### src/rtl/bitctr_seq.sv
// Multi-cycle bit-statistics unit: popcount, zero count, leading-zero or trailing-zero count,
// CHUNKSIZE bits per clock. Define BITCTR_EARLY_EXIT_EN to finish CLZ/CTZ at the first chunk holding a 1.
module bitctr_seq #(
  parameter int INPUTSIZE = 64,
  parameter int CHUNKSIZE = 8
) (
  input  logic                               clk,
  input  logic                               rst,
  input  logic                               start_i,
  input  logic [1:0]                         mode_i,
  input  logic [INPUTSIZE-1:0]               inport,
  output logic                               ready_o,
  output logic                               done_o,
  output logic [$clog2(INPUTSIZE+1)-1:0]     outport
);

  localparam int N  = INPUTSIZE / CHUNKSIZE;
  localparam int AW = $clog2(INPUTSIZE + 1);
  localparam int CW = $clog2(CHUNKSIZE + 1);
  localparam int IW = (N > 1) ? $clog2(N) : 1;

  typedef enum logic {IDLE, RUN} state_t;
  typedef enum logic [1:0] {
    MODE_ONES  = 2'b00,
    MODE_ZEROS = 2'b01,
    MODE_CLZ   = 2'b10,
    MODE_CTZ   = 2'b11
  } mode_t;

  state_t                 state_q, state_d;
  mode_t                  mode_q;
  logic [INPUTSIZE-1:0]   op_q;
  logic [AW-1:0]          acc_q, acc_nxt;
  logic [IW-1:0]          idx_q;
  logic                   found_q;

  logic [CHUNKSIZE-1:0]   chunk;
  logic [CW-1:0]          ones_cnt, lz_cnt, tz_cnt, add_cnt;
  logic                   chunk_hit, last_chunk, finish;

  // The operand is shifted one chunk per edge, so the current chunk always sits at a fixed end.
  assign chunk      = (mode_q == MODE_CLZ) ? op_q[INPUTSIZE-1 -: CHUNKSIZE] : op_q[CHUNKSIZE-1:0];
  assign chunk_hit  = |chunk;
  assign last_chunk = (idx_q == IW'(N - 1));

  // NOTE: every variable gets a default at the top of always_comb so no path leaves it unassigned (no latch).
  always_comb begin
    ones_cnt = '0;
    lz_cnt   = CW'(CHUNKSIZE);
    tz_cnt   = CW'(CHUNKSIZE);
    for (int i = 0; i < CHUNKSIZE; i++) begin
      ones_cnt = ones_cnt + CW'(chunk[i]);
      if (chunk[i]) lz_cnt = CW'(CHUNKSIZE - 1 - i);
    end
    for (int i = CHUNKSIZE - 1; i >= 0; i--) begin
      if (chunk[i]) tz_cnt = CW'(i);
    end
  end

  always_comb begin
    add_cnt = '0;
    case (mode_q)
      MODE_ONES:  add_cnt = ones_cnt;
      MODE_ZEROS: add_cnt = CW'(CHUNKSIZE) - ones_cnt;
      MODE_CLZ:   add_cnt = found_q ? '0 : lz_cnt;
      MODE_CTZ:   add_cnt = found_q ? '0 : tz_cnt;
    endcase
  end

  assign acc_nxt = acc_q + AW'(add_cnt);

`ifdef BITCTR_EARLY_EXIT_EN
  assign finish = last_chunk || (mode_q[1] && !found_q && chunk_hit);
`else
  assign finish = last_chunk;
`endif

  always_comb begin
    state_d = state_q;
    case (state_q)
      IDLE: if (start_i) state_d = RUN;
      RUN:  if (finish)  state_d = IDLE;
    endcase
  end

  // NOTE: sequential state uses non-blocking assignments so every flop samples pre-edge values.
  always_ff @(posedge clk or negedge rst) begin
    if (!rst) state_q <= IDLE;
    else      state_q <= state_d;
  end

  always_ff @(posedge clk or negedge rst) begin
    if (!rst) begin
      op_q    <= '0;
      mode_q  <= MODE_ONES;
      acc_q   <= '0;
      idx_q   <= '0;
      found_q <= 1'b0;
      done_o  <= 1'b0;
      outport <= '0;
    end else begin
      done_o <= 1'b0;
      case (state_q)
        IDLE: begin
          if (start_i) begin
            op_q    <= inport;
            mode_q  <= mode_t'(mode_i);
            acc_q   <= '0;
            idx_q   <= '0;
            found_q <= 1'b0;
          end
        end
        RUN: begin
          acc_q   <= acc_nxt;
          idx_q   <= idx_q + IW'(1);
          found_q <= found_q | (mode_q[1] & chunk_hit);
          if (mode_q == MODE_CLZ) op_q <= op_q << CHUNKSIZE;
          else                    op_q <= op_q >> CHUNKSIZE;
          if (finish) begin
            outport <= acc_nxt;
            done_o  <= 1'b1;
          end
        end
      endcase
    end
  end

  assign ready_o = (state_q == IDLE);

endmodule

### config.mk
export PLATFORM = sky130hd
export DESIGN_NAME = bitctr_seq
export DESIGN_NICKNAME = d
export VERILOG_FILES = /design/src/rtl/bitctr_seq.sv
export SDC_FILE = /design/constraint.sdc
export NUM_CORES = 1
export LEC_CHECK = 0
export CAP_MARGIN = 20
export CORE_ASPECT_RATIO = 1.75
export CORE_MARGIN = 1
export CORE_UTILIZATION = 59
export DETAILED_ROUTE_END_ITERATION = 10
export GPL_ROUTABILITY_DRIVEN = 0
export HOLD_SLACK_MARGIN = 0.02
export PLACE_DENSITY = 0.94
export SLEW_MARGIN = 10
export SYNTH_ARGS = -nofsm -noshare
export SYNTH_HDL_FRONTEND = slang
export SYNTH_SLANG_ARGS = --single-unit
### constraint.sdc
create_clock -name clk -period 17.1 [get_ports clk]
set_clock_uncertainty 0.1 [all_clocks]
set_input_delay 5.13 -clock clk [delete_from_list [all_inputs] [get_ports clk]]
set_output_delay 5.13 -clock clk [all_outputs]
set_load 0.005 [all_outputs]
After elaboration in Yosys (flattened, before gate mapping):

Cells that the tools add are included.

* add/subtract/negate cells: 10
* equal/unequal tests: 5
* mux-type cells: 34
* bitwise logic cells: 3
* reductions and logical operators: 4

Operators by type and width (count)
* 64-bit 2-to-1 mux: 2
* 64-bit case mux with 2 select lines: 1
* 4-bit 2-to-1 mux: 18
* 4-bit by 1-bit adder with 4-bit output: 4
* 4-bit case mux with 4 select lines: 1
* 7-bit case mux with 2 select lines: 1
* 8-bit 2-to-1 mux: 1
* 8-bit OR reduction: 1
* 7-bit by 4-bit adder with 7-bit output: 1
* 7-bit 2-to-1 mux: 1
* 3-bit case mux with 2 select lines: 1
* 1-bit 2-to-1 mux: 5
* 3-bit by 1-bit adder with 4-bit output: 1
* 2-bit == test, second input constant: 2
* 1-bit case mux with 2 select lines: 2
* 2-bit AND reduction: 2
* 4-bit subtractor, first input constant: 1
* 2-bit by 1-bit adder with 3-bit output: 1
* 3-bit by 1-bit adder with 3-bit output, second input constant: 1
* 3-bit == test, second input constant: 1
* 3-bit 2-to-1 mux: 1
* 1-bit by 1-bit adder with 2-bit output: 1
* 2-bit by 1-bit == test with 1-bit output, second input constant: 1
* 2-bit logical NOT: 1
* other kinds (4): 4

* register bits after elaboration: 86
* input bits: 69
* output and inout port bits: 9
* word-level logic and storage cells: 64

Logic depth before layout (Yosys ltp):

Gate-level depths: netlist of run 1.

* depth after elaboration: 14
* depth in mapped cells: 25
* mapped depth without buffers: 22

Worst setup path before layout of run 1:

Ideal clock, no wire load.

* kind: input to register
* from: input start_i
* to: register op_q[56]
* setup time: 132 ps
* arrival: 6195 ps
* required time: 16868 ps
* setup slack: 10673 ps
* stages on the path: 5
* buffers on the path: 3
* cell sequence: clkbuf_1 -> clkbuf_1 -> buf_2 -> mux2i_1 -> o21ai_1

* longest elaborated chain between the ends: 1

RTL lines
* start: declaration: line 9 `input logic start_i,`
* 2-bit inequality test (no line)
* end signal: assignment: line 106 `op_q <= inport;`
* end signal: assignment: line 117 `if (mode_q == MODE_CLZ) op_q <= op_q << CHUNKSIZE;`
* end signal: assignment: line 118 `else op_q <= op_q >> CHUNKSIZE;`
* end: declaration: line 32 `logic [INPUTSIZE-1:0] op_q;`

No other way between the ends.
A chain may end at the register's enable or synchronous reset.

Final worst setup path of run 1:

* from: register mode_q[0]
* to: register outport[5]

* longest elaborated chain between the ends: 13
* elaborated cells on any way between the ends: 33
* classes of those cells: add/sub: 9; eq/ne: 3; mux: 20; reduce/logical: 1

RTL lines
* start: declaration: line 31 `mode_t mode_q;`
* start signal: assignment: line 107 `mode_q <= mode_t'(mode_i);`
* branches (longest 11 deep; another with 3-bit by 1-bit adder with 4-bit output)
* 4-bit case mux with 4 select lines *: line 62 `case (mode_q)`
* 7-bit by 4-bit adder with 7-bit output *: line 70 `assign acc_nxt = acc_q + AW'(add_cnt);`
* end signal: assignment: line 120 `outport <= acc_nxt;`
* end: declaration: line 14 `output logic [$clog2(INPUTSIZE+1)-1:0] outport`

Mark *: on every way between the ends.

==> results.toml, run 1 <==
[outcome]
status = "finished, final reports clean"

[final_layout]
nets = 718
drive_gt1_frac = 0.0597
regArea_sq_mm = 0.00216
area_growth_pct = 21.2
final_area_sq_mm = 0.00626
multi_input_area_sq_mm = 0.00274
fillers = 581
antenna_cells = 0
stdcell_count = 751

[timing]
worst_slack_ns = 10.09
max_slew.worst_pin.slew_ns = 0.736
finalCriticalPeriod_ns = 7.01
max_freq_mhz = 143
hold_violations = 0
slew_violations = 0
finalCritPeriodShare = 0.410
finalSetupTns_ns = 0
setup_viol = 0
slew_headroom = 0.509
rsz0062_at_grt = "no"

[yosys]
syn-num-nets = 673
synthDistinctLibCells = 55
ys.flop_type = "dfrtp_1"
ys_ff_latch = 86
synth_edf_count = 0
synth.avg_cell_area_sq_um = 8.82
ys_warn_count = 0
ys_async_sr_fraction = 1.00
syn-cell-area_sq_mm = 0.00517
ys_seq_area_frac = 0.416
syn_inst = 586

[floorplan]
initial_utilization = 0.618
design.portCount = 78
dieArea_sq_mm = 0.00915
die_width_microns = 72.7
design.core.area_sq_mm = 0.00837
rows = 44
die_height_microns = 126

[clock_network]
numCtsBuffers = 9
cts_tree = "done"
post-cts-setup-buffers = 0
cts_root_buf = "clkbuf_16"
hold_buffers = 0
htreeDepth = 3
cts_resized = 0
path_clk_slew_ns = 0.07
clock-sinks = 86
cts_buffer_depth = 2
clock_latency_ns = 0.35

[detailed_routing]
wl_per_cell_microns = 19.1
ant_nets = 0
routed_wl_microns = 14400
first_iter_violations = 459
dr.pass1.iters = 7
drc = 0
via_per_inst = 6.34
num_vias = 4762

[worst_setup_path]
start_kind = "register"
ff2ff_path_depth = 22
setup.worst_path.start = "mode_q[0]"
r2r-end = "outport[5]"
path_max_fanout = 68
crit_end = "outport[5]"
cp_data_arrival_time_ns = 7.14
critPathKind = "reg -> reg"
required_ns = 17.23
r2r_setup_slack_ns = 10.09
reg2reg_from = "mode_q[0]"
crit_path_end_kind = "register"

[hold_path]
hold_class = "reg -> reg"

[global_routing]
grt_max_degree = 130
grt_pass1_vias = 4589
antenna_found_initial = 0
grt_use_total = 0.333
overflow = 0
grt_pass1_wl_microns = 22900

[power]
power_mw = 1.58
power_leakage_nw = 2.62
pwr_density_cell_mw_per_mm2 = 253
peakVddDrop_mv = 0.121

[placement]
place_inst = 734
io_buffer_count = 77
postPlaceCellArea_sq_mm = 0.00592
pre_cts_slack_ns = 10.10
dp_hpwl_microns = 9620

[job]
drv_cap = 0
==> state kept, by name (all words and copies together), names as in the netlist <==
| register | flops |
|---|---|
| mode_q | 2 |
| done_o | 1 |
| state_q | 1 |
| outport | 7 |
| op_q | 64 |
| acc_q | 7 |
| found_q | 1 |
| idx_q | 3 |
==> per-stage QoR <==
step                utilization  hold WS [ns]
floorplan                     -         0.343
detailed placement        0.707         0.380
finish                    0.749         0.389
global placement          0.707         0.364
global route              0.749         0.407
CTS                       0.745         0.391
==> routing by layer <==
layer | global-route usage | up-vias | share of wire
met5 | 0 | - | 0
met4 | 0.227 | 0 | 0.067
met3 | 0.0576 | 65 | 0.050
met2 | 0.540 | 239 | 0.51
met1 | 0.396 | 2290 | 0.37
li1 | - | 2168 | -
==> power by group <==
part | total (mW) | switching, mW | internal (mW)
combinational | 0.958 | 0.545 | 0.412
clock | 0.208 | 0.0824 | 0.125
sequential | 0.417 | 0.107 | 0.311
total | 1.58 | 0.734 | 0.848
==> worst min-delay path by stage <==
stage               slack, ns        from  cells after the start    endpoint
detailed placement       0.38  outport[4]                      2  outport[4]
CTS                      0.39    idx_q[0]                      1    idx_q[0]
finish                   0.39    idx_q[0]                      1    idx_q[0]
global route             0.41  outport[1]                      2  outport[1]
floorplan                0.34    idx_q[0]                      1    idx_q[0]
global placement         0.36    idx_q[0]                      1    idx_q[0]
==> cell families after synthesis <==
| logic type | synth area share |
|---|---|
| xor+xnor | 0.0119 |
| flops | 0.416 |
| compound gates | 0.210 |
| mux | 0.0530 |
| fa+ha+maj | 0.0508 |
| buf+inv | 0.0545 |
| simple gates | 0.203 |
==> worst max-delay path, stage by stage, from the launching register on <==
cell and delay (ns):
dfrtp_1 0.56, nand2b_2 0.19, buf_4 0.58, mux2i_1 0.60, inv_1 0.13, fa_1 0.52
inv_1 0.05, fa_1 0.50, fa_1 0.56, inv_1 0.05, ha_1 0.20, inv_1 0.07
fa_1 0.47, ha_1 0.32, a21oi_1 0.15, nor2_1 0.06, a21oi_1 0.23, o31ai_1 0.19
ha_1 0.32, a21o_1 0.19, a21oi_1 0.41, nor3b_1 0.10, or3b_1 0.36
==> cell usage after synthesis (8+ instances only) <==
| cell | n | share of area |
|---|---|---|
| o21ai_1 | 26 | 0.025 |
| a31oi_1 | 47 | 0.057 |
| dfrtp_1 | 86 | 0.42 |
| nor2_1 | 15 | 0.011 |
| mux2i_1 | 24 | 0.046 |
| ha_1 | 13 | 0.031 |
| nor2b_1 | 50 | 0.061 |
| clkbuf_1 | 32 | 0.023 |
| inv_1 | 17 | 0.012 |
| nand2_1 | 112 | 0.081 |
| nand3_1 | 18 | 0.017 |
| a211oi_1 | 48 | 0.070 |
| a21oi_1 | 15 | 0.015 |
| buf_1 | 8 | 0.0058 |
==> layout by cell type, fill, tap and decap left out, types with 2 or more instances in the layout <==
cell type / instances
nor2b_1: 50
o31ai_1: 3
nand3b_1: 3
dfrtp_1: 85
xnor2_1: 5
o311ai_1: 2
o2111ai_1: 2
nand2_1: 112
clkbuf_16: 9
a22o_1: 4
clkinvlp_4: 2
buf_4: 7
a31oi_1: 47
o21ai_1: 26
xor2_1: 2
ha_1: 13
a211oi_1: 48
mux2_2: 2
and2_1: 2
nand3_1: 18
a21oi_1: 15
inv_1: 17
fa_1: 5
nand4_1: 2
clkdlybuf4s50_1: 75
clkbuf_8: 3
nor3b_1: 3
o21ai_0: 2
inv_2: 3
mux2i_1: 24
o22ai_1: 2
nor2_1: 15
==> area by class of cell <==
type,instances,area share
clock buffer,12,0.0425
clock inverter,4,0.00859
inverter,20,0.0120
multi-input combinational,431,0.437
sequential,86,0.344
tap,115,0.0230
timing repair buffer,83,0.133
Note: power is estimated with default switching activity, not from simulation.
==> run 2: changes to the inputs <==
- CORE_UTILIZATION: 59 -> 50
- PLACE_DENSITY: 0.94 -> 0.86
- clock period: 17.1 -> 6 ns (I/O delays scaled with it)
==> run 2 against run 1 <==
Net effect:
- count of clock-buffer cells in the layout is 2 lower
- combinational power grew to 2.8 times the previous value
- final cell count is 1.6% higher
- via count hardly changed
- setup slack worse by 9.9 ns
- die area is 18% higher
==> results.toml, run 2 (same netlist as run 1, synthesis figures left out) <==
[floorplan]
rows = 48
design.portCount = 78
die_height_microns = 136
design.core.area_sq_mm = 0.00997
dieArea_sq_mm = 0.0108
initial_utilization = 0.518
die_width_microns = 78.9

[timing]
max_freq_mhz = 171
slew_violations = 0
setup_viol = 0
finalSetupTns_ns = 0
max_slew.worst_pin.slew_ns = 1.01
finalCriticalPeriod_ns = 5.85
slew_headroom = 0.329
hold_violations = 0
finalCritPeriodShare = 0.974
worst_slack_ns = 0.153
holdWs_ns = 0.379

[power]
peakVddDrop_mv = 0.447
power_leakage_nw = 2.60
power_mw = 4.46
pwr_density_cell_mw_per_mm2 = 713

[worst_setup_path]
r2r_setup_slack_ns = 0.15
r2r-end = "outport[5]"
start_kind = "register"
ff2ff_path_depth = 21
path_max_fanout = 9
crit_path_end_kind = "register"
required_ns = 6.12
critPathKind = "reg -> reg"
reg2reg_from = "mode_q[1]"
cp_data_arrival_time_ns = 5.97

[detailed_routing]
routed_wl_microns = 14200
ant_nets = 0
num_vias = 4759
first_iter_violations = 382
dr.pass1.iters = 6
drc = 0
via_per_inst = 6.24
wl_per_cell_microns = 18.6

[global_routing]
grt_pass1_wl_microns = 23900
grt_pass1_vias = 4832
antenna_found_initial = 0
grt_use_total = 0.291
overflow = 0
grt_max_degree = 111

[placement]
postPlaceCellArea_sq_mm = 0.00595
dp_hpwl_microns = 9880
pre_cts_slack_ns = 0.0184
place_inst = 747
io_buffer_count = 77

[hold_path]
min_to = "idx_q[0]"
hold_class = "reg -> reg"
min-delay-start = "idx_q[0]"
hold_depth = 1

[final_layout]
antenna_cells = 0
largest_registers = "op_q (64), acc_q (7), outport (7)"
fillers = 837
fin_util = 0.628
final_area_sq_mm = 0.00626
drive_gt1_frac = 0.0674
largest_reg_flops = 64
top_register = "op_q"
area_growth_pct = 21.1
final_cell_mix = "nand2_1, dfrtp_1, clkdlybuf4s50_1"
final_common_cell = "nand2_1"
nets = 720
stdcell_count = 763

[clock_network]
cts_tree = "done"
hold_buffers = 0
cts_root_buf = "clkbuf_16"
numCtsBuffers = 9
htreeDepth = 3
cts_buffer_depth = 2
clock_latency_ns = 0.35
clock-sinks = 86
path_clk_slew_ns = 0.07

[outcome]
status = "finished, final reports clean"

[job]
drv_cap = 0
run 2: cell types whose count changed in the layout (fill, tap and decap cells not counted), sizes merged:
cell,before,now
bufinv,1,0
inv,20,22
clkinvlp,2,3
clkbuf,12,10
buf,8,10
run 2: final cells by class:
type | count | area (sq um) | area share
Clock inverter | 6 | 45.0 | 0.00720
Sequential cell | 86 | 2160 | 0.344
Tap cell | 125 | 156 | 0.0250
Inverter | 20 | 75.1 | 0.0120
Timing Repair Buffer | 85 | 826 | 0.132
Clock buffer | 10 | 239 | 0.0382
Multi-Input combinational cell | 431 | 2760 | 0.441
run 2: critical path: stages, from the launching register on:
cell      delay, ns
dfrtp_1        0.41
nand2b_4       0.18
mux2i_1        0.34
inv_1          0.15
fa_1           0.56
inv_1          0.07
fa_1           0.52
fa_1           0.55
inv_1          0.05
ha_1           0.20
inv_1          0.07
fa_1           0.47
ha_1           0.31
a21oi_1        0.14
nor2_1         0.05
a21oi_1        0.22
o31ai_1        0.13
ha_1           0.30
a21o_1         0.20
a21oi_2        0.26
nor3b_1        0.10
or3b_1         0.35
run 2: how the worst max path moves through the flow:
stage                     startpoint         end  slack, ns
final                      mode_q[1]  outport[5]       0.15
after detailed placement   mode_q[0]  outport[5]       0.02
after global routing       mode_q[1]  outport[5]      -0.05
after floorplan            mode_q[0]  outport[5]       0.09
after CTS                  mode_q[0]  outport[5]       0.10
after global placement     mode_q[0]  outport[5]       0.34
run 2: repair_timing:
action	in CTS	in global routing
resized for setup	1	4
setup buffers	0	0
setup endpoints to repair	1	6
run 2: where the power goes:
group / switching [mW] / internal [mW]
Combinational: 1.53 / 1.20
Sequential: 0.308 / 0.886
Clock: 0.243 / 0.294
run 2: routing by layer:
metal  vias to the layer above  global-route usage  part of all wire
li1                       2167                   -                 -
met1                      2288               0.343              0.37
met2                       235               0.493              0.52
met3                        69              0.0523             0.062
met4                         0               0.169             0.055
met5                         -                   0                 0
==> run 3: changes to the inputs <==
- HOLD_SLACK_MARGIN: 0.02 -> default
- PLACE_DENSITY: 0.86 -> 0.78
- SLEW_MARGIN: 10 -> 20
==> run 3 against run 2 <==
Net effect:
- cell area rose by 0.84%
- combinational power fell by 1%
- count of clock-buffer cells in the layout rose by 3
- utilization rose by 0.53 points
- wire length fell by 0.45%
- setup slack improved by 0.024 ns
- sequential power barely moved
- die area did not move
- largest cell class unchanged
- largest power group unchanged
==> results.toml, run 3 (same netlist as run 1, synthesis figures left out) <==
[power]
pwr_density_cell_mw_per_mm2 = 721
peakVddDrop_mv = 0.445
power_mw = 4.55
power_leakage_nw = 2.64

[detailed_routing]
drc = 0
first_iter_violations = 353
wl_per_cell_microns = 18.5
ant_nets = 0
routed_wl_microns = 14200
dr.pass1.iters = 5
num_vias = 4609
via_per_inst = 6.03

[floorplan]
die_width_microns = 78.9
dieArea_sq_mm = 0.0108
die_height_microns = 136
rows = 48
initial_utilization = 0.518
design.portCount = 78
design.core.area_sq_mm = 0.00997

[final_layout]
fin_util = 0.633
nets = 721
antenna_cells = 0
largest_registers = "op_q (64), acc_q (7), outport (7)"
largest_reg_flops = 64
top_register = "op_q"
multi_input_area_sq_mm = 0.00274
fillers = 875
drive_gt1_frac = 0.0626
final_area_sq_mm = 0.00631
regArea_sq_mm = 0.00216
stdcell_count = 764
area_growth_pct = 22.2
final_cell_mix = "nand2_1, dfrtp_1, clkdlybuf4s50_1"
final_common_cell = "nand2_1"

[placement]
pre_cts_slack_ns = 0.178
postPlaceCellArea_sq_mm = 0.00596
place_inst = 748
dp_hpwl_microns = 9870
io_buffer_count = 77

[clock_network]
cts_tree = "done"
clock-sinks = 86
htreeDepth = 3
numCtsBuffers = 9
cts_root_buf = "clkbuf_16"
clock_latency_ns = 0.34
post-cts-setup-buffers = 0
path_clk_slew_ns = 0.06
cts_buffer_depth = 2

[timing]
max_slew.worst_pin.slew_ns = 0.970
hold_violations = 0
finalCriticalPeriod_ns = 5.82
finalSetupTns_ns = 0
slew_violations = 0
max_freq_mhz = 172
worst_slack_ns = 0.178
setup_viol = 0
finalCritPeriodShare = 0.970
holdWs_ns = 0.376
slew_headroom = 0.353

[global_routing]
grt_pass1_wl_microns = 22600
busiest_layer = "met2"
grtUsageMet2 = 0.478
grt_use_met3 = 0.0342
overflow = 0
grt_use_total = 0.276
met1_usage = 0.321
antenna_found_initial = 0
grt_max_degree = 98
grt_pass1_vias = 4595

[worst_setup_path]
r2r-end = "outport[5]"
required_ns = 6.12
ff2ff_path_depth = 21
start_kind = "register"
crit_end = "outport[5]"
r2r_setup_slack_ns = 0.18
crit_path_end_kind = "register"
setup.worst_path.start = "mode_q[1]"
path_max_fanout = 11
critPathKind = "reg -> reg"
cp_data_arrival_time_ns = 5.94
reg2reg_from = "mode_q[1]"

[hold_path]
hold_depth = 1
min-delay-start = "idx_q[0]"
hold_class = "reg -> reg"

[outcome]
status = "finished, final reports clean"

[job]
drv_cap = 0
run 3: worst min-delay path by stage:
stage,slack [ns],endpoint
CTS,0.38,idx_q[0]
detailed placement,0.37,idx_q[0]
global route,0.41,idx_q[0]
global placement,0.37,outport[1]
finish,0.38,idx_q[0]
floorplan,0.34,idx_q[0]
run 3: power breakdown:
part / internal [mW] / total (mW) / switching (mW) / leakage [nW]
Sequential: 0.886 / 1.20 / 0.316 / 1.04
Combinational: 1.19 / 2.69 / 1.50 / 1.43
Clock: 0.430 / 0.658 / 0.228 / 0.170
run 3: layer usage:
layer  vias up  share of wire
met5         -              0
met3        57          0.034
met2       151           0.53
li1       2166              -
met1      2235           0.38
met4         0          0.054
run 3: what timing repair did:
action,CTS,global route
gates resized for setup,0,1
setup endpoints to repair,0,4
hold buffers,0,0
run 3: area by class of cell:
cell class	instances	share of cell area
clock buffers	13	0.0412
well taps	125	0.0248
multi-input cells	431	0.434
flip-flops and latches	86	0.342
inverters	20	0.0119
repair buffers	86	0.132
clock inverters	3	0.0143
run 3: worst max-delay path, cell delays in order (launching register included):
cell	delay [ns]
dfrtp_1	0.50
nand2b_2	0.21
mux2i_1	0.27
inv_1	0.11
fa_1	0.53
inv_1	0.05
fa_1	0.50
fa_1	0.55
inv_1	0.06
ha_1	0.21
inv_1	0.08
fa_1	0.47
ha_1	0.33
a21oi_1	0.17
nor2_1	0.07
a21oi_1	0.19
o31ai_1	0.11
ha_1	0.29
a21o_1	0.19
a21oi_2	0.25
nor3b_1	0.08
or3b_1	0.36
